<file path="src/rtl/pc_pkg.sv">
// pc_pkg: shared types and constants for the fetch program counter.
// Contents: next-PC select enum, default address width, reset vectors
// for fetch and for the testbench.
package pc_pkg;

    localparam int unsigned PC_ADDR_W = 16;

    localparam logic [PC_ADDR_W-1:0] PC_RESET_VEC    = 16'h0000;
    localparam logic [PC_ADDR_W-1:0] PC_TB_RESET_VEC = 16'h0100;

    typedef enum logic [2:0] {
        SEL_HOLD  = 3'd0,
        SEL_REDIR = 3'd1,
        SEL_RET   = 3'd2,
        SEL_CALL  = 3'd3,
        SEL_SEQ   = 3'd4
    } pc_sel_e;

endpackage

</file>
<file path="src/rtl/pc_seq_if.sv">
// pc_seq_if: fetch-control bundle between IF control and the PC sequencer.
// master: drives hlt/stall/redirect/redirect_pc/call/call_target/ret,
//         observes iaddr/pc_plus_1/halted/ras_* status.
// slave : the PC sequencer (pc_seq).
interface pc_seq_if import pc_pkg::*; #(
    parameter int unsigned ADDR_W = PC_ADDR_W
) ();
    logic              hlt;
    logic              stall;
    logic              redirect;
    logic [ADDR_W-1:0] redirect_pc;
    logic              call;
    logic [ADDR_W-1:0] call_target;
    logic              ret;
    logic [ADDR_W-1:0] iaddr;
    logic [ADDR_W-1:0] pc_plus_1;
    logic              halted;
    logic              ras_empty;
    logic              ras_full;
    logic              ras_ovf;
    logic              ras_unf;

    modport master (
        output hlt, stall, redirect, redirect_pc, call, call_target, ret,
        input  iaddr, pc_plus_1, halted, ras_empty, ras_full, ras_ovf, ras_unf
    );

    modport slave (
        input  hlt, stall, redirect, redirect_pc, call, call_target, ret,
        output iaddr, pc_plus_1, halted, ras_empty, ras_full, ras_ovf, ras_unf
    );
endinterface

</file>
<file path="src/rtl/pc_seq_ras_stack.sv">
// ras_stack: circular return-address stack with saturating occupancy count.
// Ports: clk, rst (async, active-high), push/push_data, pop, top (current
// top entry), empty/full (decoded from registered count), ovf (sticky,
// set by a push while full). A push while full overwrites the oldest entry.
module ras_stack import pc_pkg::*; #(
    parameter int unsigned ADDR_W    = PC_ADDR_W,
    parameter int unsigned RAS_DEPTH = 4
) (
    input  logic              clk,
    input  logic              rst,
    input  logic              push,
    input  logic              pop,
    input  logic [ADDR_W-1:0] push_data,
    output logic [ADDR_W-1:0] top,
    output logic              empty,
    output logic              full,
    output logic              ovf
);
    localparam int unsigned PTR_W = $clog2(RAS_DEPTH);
    localparam int unsigned CNT_W = PTR_W + 1;

    logic [ADDR_W-1:0] mem_q [RAS_DEPTH];
    logic [PTR_W-1:0]  wp_q, wp_d;
    logic [CNT_W-1:0]  cnt_q, cnt_d;
    logic              ovf_q, ovf_d;

    assign empty = (cnt_q == '0);
    assign full  = (cnt_q == CNT_W'(RAS_DEPTH));
    assign ovf   = ovf_q;
    // wp points at the next free slot; the top lives one below it (mod depth)
    assign top   = mem_q[wp_q - PTR_W'(1)];

    // Pointer/count update; push and pop never coincide at the caller
    always_comb begin
        wp_d  = wp_q;
        cnt_d = cnt_q;
        ovf_d = ovf_q;
        if (push) begin
            wp_d = wp_q + PTR_W'(1);
            if (full) begin
                ovf_d = 1'b1;
            end else begin
                cnt_d = cnt_q + CNT_W'(1);
            end
        end else if (pop && !empty) begin
            wp_d  = wp_q - PTR_W'(1);
            cnt_d = cnt_q - CNT_W'(1);
        end
    end

    always_ff @(posedge clk or posedge rst) begin
        if (rst) begin
            wp_q  <= '0;
            cnt_q <= '0;
            ovf_q <= 1'b0;
        end else begin
            wp_q  <= wp_d;
            cnt_q <= cnt_d;
            ovf_q <= ovf_d;
        end
    end

    // Entry storage carries no reset; contents are meaningless until pushed
    always_ff @(posedge clk) begin
        if (push) begin
            mem_q[wp_q] <= push_data;
        end
    end
endmodule

</file>
<file path="src/rtl/pc_seq.sv">
// pc_seq: fetch program counter with priority next-PC select
// (halt > redirect > stall > ret > call > sequential) and optional RAS.
// Ports: clk, rst (async, active-high), bus (pc_seq_if.slave): control
// inputs hlt/stall/redirect/redirect_pc/call/call_target/ret; outputs
// iaddr (registered), pc_plus_1 (combinational), halted, ras_empty,
// ras_full, ras_ovf, ras_unf (one-cycle registered pulse).
// Build option: define PC_RAS_EN to build the return-address stack;
// without it ret falls through to pc_plus_1 and always pulses ras_unf.
module pc_seq import pc_pkg::*; #(
    parameter int unsigned       ADDR_W    = PC_ADDR_W,
    parameter logic [ADDR_W-1:0] RESET_VEC = ADDR_W'(PC_RESET_VEC),
    parameter int unsigned       RAS_DEPTH = 4
) (
    input  logic     clk,
    input  logic     rst,
    pc_seq_if.slave  bus
);
    if (RAS_DEPTH < 2 || (RAS_DEPTH & (RAS_DEPTH - 1)) != 0) begin : g_bad_depth
        $error("pc_seq: RAS_DEPTH must be a power of two and at least 2");
    end

    pc_sel_e           sel;
    logic [ADDR_W-1:0] iaddr_q, iaddr_d;
    logic [ADDR_W-1:0] pc_plus_1;
    logic              halted_q, halted_d;
    logic              unf_q, unf_d;
    logic [ADDR_W-1:0] ras_top;
    logic              ras_empty, ras_full, ras_ovf;

    assign pc_plus_1 = iaddr_q + ADDR_W'(1);

`ifdef PC_RAS_EN
    logic ras_push, ras_pop;
    // A ret with an empty stack is a no-op pop inside ras_stack
    assign ras_push = (sel == SEL_CALL);
    assign ras_pop  = (sel == SEL_RET);

    ras_stack #(
        .ADDR_W    (ADDR_W),
        .RAS_DEPTH (RAS_DEPTH)
    ) u_ras (
        .clk       (clk),
        .rst       (rst),
        .push      (ras_push),
        .pop       (ras_pop),
        .push_data (pc_plus_1),
        .top       (ras_top),
        .empty     (ras_empty),
        .full      (ras_full),
        .ovf       (ras_ovf)
    );
`else
    assign ras_top   = '0;
    assign ras_empty = 1'b1;
    assign ras_full  = 1'b0;
    assign ras_ovf   = 1'b0;
`endif

    // Next-PC select and next-state, first match wins
    always_comb begin
        sel      = SEL_SEQ;
        iaddr_d  = pc_plus_1;
        halted_d = halted_q;
        unf_d    = 1'b0;

        if (halted_q || bus.hlt) begin
            sel      = SEL_HOLD;
            halted_d = 1'b1;
        end else if (bus.redirect) begin
            sel = SEL_REDIR;
        end else if (bus.stall) begin
            sel = SEL_HOLD;
        end else if (bus.ret) begin
            sel = SEL_RET;
        end else if (bus.call) begin
            sel = SEL_CALL;
        end

        unique case (sel)
            SEL_HOLD:  iaddr_d = iaddr_q;
            SEL_REDIR: iaddr_d = bus.redirect_pc;
            SEL_RET: begin
                iaddr_d = ras_empty ? pc_plus_1 : ras_top;
                unf_d   = ras_empty;
            end
            SEL_CALL:  iaddr_d = bus.call_target;
            default:   iaddr_d = pc_plus_1;
        endcase
    end

    always_ff @(posedge clk or posedge rst) begin
        if (rst) begin
            iaddr_q  <= RESET_VEC;
            halted_q <= 1'b0;
            unf_q    <= 1'b0;
        end else begin
            iaddr_q  <= iaddr_d;
            halted_q <= halted_d;
            unf_q    <= unf_d;
        end
    end

    assign bus.iaddr     = iaddr_q;
    assign bus.pc_plus_1 = pc_plus_1;
    assign bus.halted    = halted_q;
    assign bus.ras_empty = ras_empty;
    assign bus.ras_full  = ras_full;
    assign bus.ras_ovf   = ras_ovf;
    assign bus.ras_unf   = unf_q;
endmodule

</file>
<file path="src/flat_wrapper.sv">
// flat-port wrapper written by rule: the top's interface ports become plain ports
module pc_seq_flat import pc_pkg::*;
#(
    parameter int unsigned       ADDR_W    = PC_ADDR_W,
    parameter logic [ADDR_W-1:0] RESET_VEC = ADDR_W'(PC_RESET_VEC),
    parameter int unsigned       RAS_DEPTH = 4
)
  (clk, rst, bus_hlt, bus_stall, bus_redirect, bus_redirect_pc, bus_call, bus_call_target, bus_ret, bus_iaddr, bus_pc_plus_1, bus_halted, bus_ras_empty, bus_ras_full, bus_ras_ovf, bus_ras_unf);
  pc_seq_if #(.ADDR_W(ADDR_W)) bus_i ();
  input  logic clk;
  input  logic rst;
  input wire logic [$bits(bus_i.hlt)-1:0] bus_hlt;
  input wire logic [$bits(bus_i.stall)-1:0] bus_stall;
  input wire logic [$bits(bus_i.redirect)-1:0] bus_redirect;
  input wire logic [$bits(bus_i.redirect_pc)-1:0] bus_redirect_pc;
  input wire logic [$bits(bus_i.call)-1:0] bus_call;
  input wire logic [$bits(bus_i.call_target)-1:0] bus_call_target;
  input wire logic [$bits(bus_i.ret)-1:0] bus_ret;
  output wire logic [$bits(bus_i.iaddr)-1:0] bus_iaddr;
  output wire logic [$bits(bus_i.pc_plus_1)-1:0] bus_pc_plus_1;
  output wire logic [$bits(bus_i.halted)-1:0] bus_halted;
  output wire logic [$bits(bus_i.ras_empty)-1:0] bus_ras_empty;
  output wire logic [$bits(bus_i.ras_full)-1:0] bus_ras_full;
  output wire logic [$bits(bus_i.ras_ovf)-1:0] bus_ras_ovf;
  output wire logic [$bits(bus_i.ras_unf)-1:0] bus_ras_unf;
  assign bus_i.hlt = bus_hlt;
  assign bus_i.stall = bus_stall;
  assign bus_i.redirect = bus_redirect;
  assign bus_i.redirect_pc = bus_redirect_pc;
  assign bus_i.call = bus_call;
  assign bus_i.call_target = bus_call_target;
  assign bus_i.ret = bus_ret;
  assign bus_iaddr = bus_i.iaddr;
  assign bus_pc_plus_1 = bus_i.pc_plus_1;
  assign bus_halted = bus_i.halted;
  assign bus_ras_empty = bus_i.ras_empty;
  assign bus_ras_full = bus_i.ras_full;
  assign bus_ras_ovf = bus_i.ras_ovf;
  assign bus_ras_unf = bus_i.ras_unf;
  pc_seq #(.ADDR_W(ADDR_W), .RESET_VEC(RESET_VEC), .RAS_DEPTH(RAS_DEPTH)) u_core (.clk(clk), .rst(rst), .bus(bus_i));
endmodule
</file>
<file path="config.mk">
export PLATFORM = sky130hd
export DESIGN_NAME = pc_seq_flat
export DESIGN_NICKNAME = d
export VERILOG_FILES = /design/src/rtl/pc_pkg.sv /design/src/rtl/pc_seq_if.sv /design/src/rtl/pc_seq_ras_stack.sv /design/src/rtl/pc_seq.sv /design/src/flat_wrapper.sv
export SDC_FILE = /design/constraint.sdc
export NUM_CORES = 1
export LEC_CHECK = 0
export CAP_MARGIN = 15
export CORE_MARGIN = 4
export CORE_UTILIZATION = 38
export DETAILED_ROUTE_END_ITERATION = 8
export PLACE_DENSITY = 0.82
export SYNTH_ARGS = -nofsm -noshare
export SYNTH_HDL_FRONTEND = slang
export SYNTH_SLANG_ARGS = --single-unit
</file>
<file path="constraint.sdc">
create_clock -name clk -period 2.6 [get_ports clk]
set_clock_uncertainty 0.15 [all_clocks]
set_input_delay 0.52 -clock clk [delete_from_list [all_inputs] [get_ports clk]]
set_output_delay 0.52 -clock clk [all_outputs]
set_load 0.05 [all_outputs]
</file>
==> results of run 1 <==
## logic make-up after synthesis
logic type | count (synthesis)
AO/OA/AOI/OAI | 58
XOR/XNOR | 13
adder cells (fa/ha/maj) | 1
buffers and inverters | 24
flip-flops | 18
multiplexers | 1
other | 2
AND/OR/NAND/NOR | 38
## report_power, final
part | leakage, nW | switching, mW | internal, mW
logic | 0.803 | 0.328 | 0.255
clock network | 0.0150 | 0.0928 | 0.0598
registers | 0.199 | 0.0458 | 0.307
## repair_timing
action | CTS | global route
buffers inserted | 2 | 4
pin swaps | 1 | 3
hold buffers | 0 | 0
endpoints found under the hold margin | 0 | 0
setup endpoints to repair | 3 | 5
resized for setup | 2 | 9
## layout make-up
cell class,instances,area (um2),share of cell area
clock buffers,4,26.3,0.0108
inverters,11,41.3,0.0169
multi-input cells,114,890,0.365
flip-flops and latches,18,459,0.188
well taps,46,57.6,0.0236
repair buffers,91,963,0.395
## per-layer routing
layer  up-vias  GRT usage  wire (um)
li1        743          -          -
met3         6     0.0333        298
met1       772      0.273       2020
met2        81      0.346       2320
met5         -          0          0
met4         0     0.0633         46
## sequential cells by signal, summed over array words and instances, names as in the netlist
register,cells
u_core.bus.iaddr,16
u_core.bus.halted,1
u_core.bus.ras_unf,1
## per-stage QoR
step | util | setup WS, ps | cells | power, mW | TNS [ps]
CTS | 0.708 | -9.39 | 280 | 1.07 | -9.39
global route | 0.725 | -32.1 | 284 | 1.13 | -32.1
global placement | 0.695 | 231 | 274 | 0.915 | 0
detailed placement | 0.695 | 161 | 274 | 0.920 | 0
finish | 0.725 | 47.3 | 284 | 1.09 | 0
floorplan | - | -110 | 156 | 0.677 | -157
## cells in the final DEF (no fill, tap or decap), drive strengths merged, types with 2 or more instances in the layout
cell type	netlist	layout
clkdlybuf4s50	0	57
dfrtp	18	18
a21oi	13	13
a22oi	6	6
nand2	5	5
o2bb2ai	2	2
o31ai	4	4
o21a	2	2
nand4	3	3
a22o	4	4
and3	4	4
xnor2	11	11
and4	2	2
a21o	2	2
nor2	8	8
inv	11	11
xor2	2	2
o21ai	11	11
a221oi	4	4
a222oi	2	2
buf	10	34
clkbuf	3	4
a221o	2	2
conb	2	3
nand3	9	9
## final timing paths
path	from	end	slack [ps]	cells after the start
max	u_core.bus.iaddr[0]	bus_pc_plus_1[10]	50	5
min	u_core.bus.iaddr[4]	u_core.bus.iaddr[4]	440	2
max reg2reg	u_core.bus.iaddr[0]	u_core.bus.iaddr[13]	510	6
min reg2reg	u_core.bus.iaddr[4]	u_core.bus.iaddr[4]	440	2
max in group asynchronous	rst	u_core.bus.iaddr[10]	1320	2
min in group asynchronous	rst	u_core.bus.iaddr[1]	470	2
## tightest hold or removal path: stages (launching register included)
cell     delay, ps
dfrtp_2        430
nand2_1         70
o21ai_0         70
==> impl_metrics.py, run 1 <==
metrics = {
    "logic_synthesis": {
        "synth_area_leaders": "dfrtp_1 34%, xnor2_1 7.2%, a21oi_1 4.9%",
        "yosys_warnings": 0,
        "synth-compound-area-share": 0.300,
        "synth_simple_gate_area_frac": 0.174,
        "yosys.area.top_type_share": 0.336,
        "ys_ff_latch": 18,
        "yosysMostFrequentCell": "dfrtp_1",
        "synth_area_um2": 1340,
        "synth_top_family_by_area": "compound AO/OA/AOI/OAI gates",
        "async_reset_ff_frac": 1.00,
        "synth_area_per_cell_um2": 8.64,
        "synth_commonest_cells": "18 x dfrtp_1, 13 x a21oi_1, 11 x inv_1, 11 x xnor2_1, 10 x o21ai_0",
        "synthAdderAreaFrac": 0.00935,
        "ys_types": 45,
        "seq_area_frac_synth": 0.336,
        "synth_xor_area_frac": 0.0850,
        "synth_mux_area_frac": 0.00748,
        "synth_edf_count": 0,
        "yosysTopAreaCell": "dfrtp_1",
        "synthCells": 155,
        "ys.flop_type": "dfrtp_1",
    },
    "floorplan": {
        "rows": 21,
        "start_util": 0.398,
        "dieWidth_um": 67.4,
        "io_pins": 76,
        "coreArea_um2": 3360,
        "die-area_um2": 4540,
        "die_h_um": 67.4,
    },
    "cells_and_area": {
        "drive_gt1_frac": 0.265,
        "final_cell_area_um2": 2440,
        "fill_cells": 281,
        "layout.nets": 279,
        "diodes": 0,
        "syn_to_final_growth_pct": 82.1,
    },
    "worst_setup_path": {
        "crit_buf_inv": 1,
        "slowest_stage": "dfrtp_2",
        "crit_arrival_ps": 1880,
        "cp-start-kind": "flop",
        "worstPathRequired_ps": 1930,
        "path_class": "flop to output port",
        "cpLargestDelayFamily": "simple AND/OR/NAND/NOR gates",
        "crit_path_end_kind": "output port",
        "cp_max_fo": 6,
        "max_stage_delay_ps": 460,
        "cp_cell_sequence": "ha_4 -> and4_4 -> nand4_1 -> xnor2_2 -> buf_12",
    },
    "sta": {
        "fin_crit_sh": 0.982,
        "hold_ws_ps": 445,
        "maxSlewViolCount": 0,
        "setup_viol": 0,
        "hold_viol": 0,
        "rsz0062_at_grt": "yes",
        "fmax_ghz": 0.392,
        "relSlewSlack": 0.519,
        "min_period_ps": 2550,
        "worst_pin_slew_ps": 721,
    },
    "min_path": {
        "hold_path_class": "flop to flop",
    },
    "run": {
        "cap_violations": 0,
    },
    "route": {
        "ant_nets": 0,
        "viasPerCell": 5.64,
        "drt-pass1-iter-count": 6,
        "num_vias": 1602,
        "totalWireLength_um": 4690,
        "drc": 0,
        "first_iter_violations": 111,
        "wl_per_cell_um": 16.5,
    },
    "clock_network": {
        "cts_tree": "yes",
        "clock_sinks": 18,
        "cts_buffer_depth": 2,
        "clk_latency_ps": 300,
        "cts_buffers": 3,
        "clk_pin_slew_ps": 110,
        "cts_root_buf": "clkbuf_4",
        "htreeDepth": 1,
    },
    "grt": {
        "gr-total-overflow": 0,
        "grt_max_degree": 19,
        "grt_pass1_wl_um": 7060,
        "grt_use_total": 0.207,
        "antenna_found_initial": 0,
        "grt_pass1_vias": 1498,
    },
    "placed_design": {
        "place_congestion": 0.809,
        "dp_hpwl_um": 3550,
        "io_buffers": 72,
        "place_area_um2": 2340,
    },
    "power": {
        "p_per_area_nw_per_um2": 447,
        "vdd_drop_max_mv": 0.264,
        "p_leak_nw": 1.02,
    },
    "outcome": {
        "status": "completed",
    },
}
No activity file was read; power rests on OpenSTA's default activity.
==> run 2, diff against run 1 <==
--- a/config.mk
+++ b/config.mk
@@ -7,9 +7,10 @@
 export LEC_CHECK = 0
 export CAP_MARGIN = 15
 export CORE_MARGIN = 4
-export CORE_UTILIZATION = 38
+export CORE_UTILIZATION = 55
 export DETAILED_ROUTE_END_ITERATION = 8
-export PLACE_DENSITY = 0.82
+export DONT_BUFFER_PORTS = 1
+export PLACE_DENSITY = 0.72
 export SYNTH_ARGS = -nofsm -noshare
 export SYNTH_HDL_FRONTEND = slang
 export SYNTH_SLANG_ARGS = --single-unit
==> run 2 against run 1 <==
Sequential share of layout area is 6.3 points higher; count of clock-buffer cells in the layout is the same; core utilization increased by 7.3 points; fmax rose by 0.55%; wire length fell by 13%; clock power increased by 21%; register-to-register slack got worse by 50 ps; combinational power shrank 18%; via count fell by 15%; sequential cell count unchanged; worst setup slack better by 14 ps.
==> impl_metrics.py, run 2 (synthesis gave the netlist of run 1 again) <==
metrics = {
    "outcome": {
        "status": "completed",
    },
    "floorplan": {
        "io_pins": 76,
        "rows": 17,
        "dieWidth_um": 57.3,
        "start_util": 0.594,
        "die-area_um2": 3290,
        "die_h_um": 57.3,
        "coreArea_um2": 2250,
    },
    "placed_design": {
        "place_area_um2": 1710,
        "place_inst": 201,
        "place_congestion": 0.886,
        "io_buffers": 0,
        "preCtsSetupSlack_ps": 310,
        "dp_hpwl_um": 3000,
    },
    "worst_setup_path": {
        "cp_max_fo": 6,
        "crit_arrival_ps": 1870,
        "cp_cell_sequence": "ha_4 -> and4_4 -> nand4_1 -> xnor2_2 -> buf_12",
        "cp-start-kind": "flop",
        "worstPathRequired_ps": 1930,
        "crit_buf_inv": 1,
        "cpLargestDelayFamily": "simple AND/OR/NAND/NOR gates",
        "path_class": "flop to output port",
        "max_stage_delay_ps": 440,
        "crit_path_end_kind": "output port",
        "slowest_stage": "dfrtp_1",
    },
    "sta": {
        "fin_crit_sh": 0.976,
        "maxSlewViolCount": 0,
        "relSlewSlack": 0.519,
        "min_period_ps": 2540,
        "setup_viol": 0,
        "rsz0062_at_grt": "yes",
        "fin_setup_tns_ps": 0,
        "fmax_ghz": 0.394,
        "worst_pin_slew_ps": 720,
        "hold_ws_ps": 47.2,
        "setup_ws_ps": 61.2,
        "hold_viol": 0,
    },
    "clock_network": {
        "cts_tree": "yes",
        "cts_root_buf": "clkbuf_4",
        "htreeDepth": 1,
        "clk_latency_ps": 310,
        "cts_hold_buf": 0,
        "cts_buffer_depth": 2,
        "clock_sinks": 18,
        "clk_pin_slew_ps": 120,
        "cts_buffers": 3,
    },
    "route": {
        "num_vias": 1369,
        "wl_per_cell_um": 19.6,
        "ant_nets": 0,
        "drc": 0,
        "viasPerCell": 6.55,
        "drt-pass1-iter-count": 4,
        "totalWireLength_um": 4100,
        "first_iter_violations": 55,
    },
    "grt": {
        "gr-total-overflow": 0,
        "grt_use_total": 0.250,
        "grt_max_degree": 22,
        "grt_pass1_vias": 1339,
        "antenna_found_initial": 0,
        "grt_pass1_wl_um": 6460,
    },
    "cells_and_area": {
        "largest_reg_flops": 16,
        "final_cells": 209,
        "fill_cells": 164,
        "drive_gt1_frac": 0.326,
        "layout.nets": 222,
        "diodes": 0,
        "final_cell_area_um2": 1800,
        "mostFrequentLayoutCell": "buf_4",
        "final_cell_mix": "27 x buf_4, 17 x dfrtp_1, 13 x a21oi_1, 11 x inv_1, 10 x o21ai_0",
        "syn_to_final_growth_pct": 34.4,
    },
    "run": {
        "cap_violations": 0,
    },
    "power": {
        "vdd_drop_max_mv": 0.423,
        "p_leak_nw": 0.784,
        "p_per_area_nw_per_um2": 558,
    },
    "min_path": {
        "hold_path_class": "primary input to asynchronous set/reset pin",
    },
}
run 2: changes by cell type in the layout (fill, tap and decap cells not counted):
cell,previous run,this run
clkdlybuf4s50_1,57,0
dfrtp_1,11,17
dfrtp_2,7,1
buf_12,11,7
buf_4,23,27
clkbuf_1,1,0
clkbuf_8,0,1
nor2_1,8,7
nor2_2,0,1
run 2: final cells by class:
cell class              count  area [um2]  share of cell area
multi-input cells         114         892               0.496
clock buffers               4        36.3              0.0202
flip-flops and latches     18         452               0.251
repair buffers             34         343               0.191
well taps                  28        35.0              0.0195
inverters                  11        41.3              0.0229
run 2: final timing paths:
check | cells after the start | from | to | slack, ps
worst max-delay path | 5 | u_core.bus.iaddr[1] | bus_pc_plus_1[10] | 60
worst min-delay path | 1 | rst | u_core.bus.iaddr[3] | 50
worst max register to register | 6 | u_core.bus.halted | u_core.bus.iaddr[11] | 460
worst min register to register | 1 | u_core.bus.iaddr[14] | u_core.bus.iaddr[14] | 520
max in group asynchronous | 1 | rst | u_core.bus.iaddr[2] | 1760
min in group clk | 1 | bus_redirect | u_core.bus.iaddr[0] | 190
run 2: what timing repair did:
item                       4_1_cts  5_1_grt
pin swaps                        0        4
setup buffers                    1        3
setup endpoints to repair        2        6
resized for setup                1        5
run 2: power breakdown:
| part | switching (mW) | leakage [nW] | total (mW) | internal, mW |
|---|---|---|---|---|
| registers | 0.0341 | 0.204 | 0.340 | 0.305 |
| clock network | 0.0998 | 0.0210 | 0.185 | 0.0856 |
| logic | 0.317 | 0.559 | 0.479 | 0.163 |
| total | 0.450 | 0.784 | 1.00 | 0.554 |
run 2: per-layer routing:
layer	global-route usage	vias up	routed length, um
met5	0	-	0
met1	0.304	641	1490
met2	0.452	92	2130
li1	-	630	-
met3	0.0543	6	440
met4	0.0530	0	33
run 2: worst reg2reg max path, cell delays in order, from the launching register on:
cell     delay [ps]
dfrtp_1         400
nor2_1          360
inv_1           190
a21oi_1         400
buf_4           250
o21ai_0         100
a22o_1          190
run 2: through the flow:
| step | utilization | power [mW] |
|---|---|---|
| final | 0.798 | 1.00 |
| after global routing | 0.798 | 1.04 |
| after CTS | 0.779 | 0.988 |
| after detailed placement | 0.758 | 0.804 |
| after global placement | 0.758 | 0.795 |
| after floorplan | - | 0.677 |
==> run 3, diff against run 2 <==
--- a/config.mk
+++ b/config.mk
@@ -8,6 +8,7 @@
 export CAP_MARGIN = 15
 export CORE_MARGIN = 4
 export CORE_UTILIZATION = 55
+export CTS_CLUSTER_DIAMETER = 80
 export DETAILED_ROUTE_END_ITERATION = 8
 export DONT_BUFFER_PORTS = 1
 export PLACE_DENSITY = 0.72
==> results of run 3 <==
No change in the layout: final DEF, timing and power equal those of run 2.
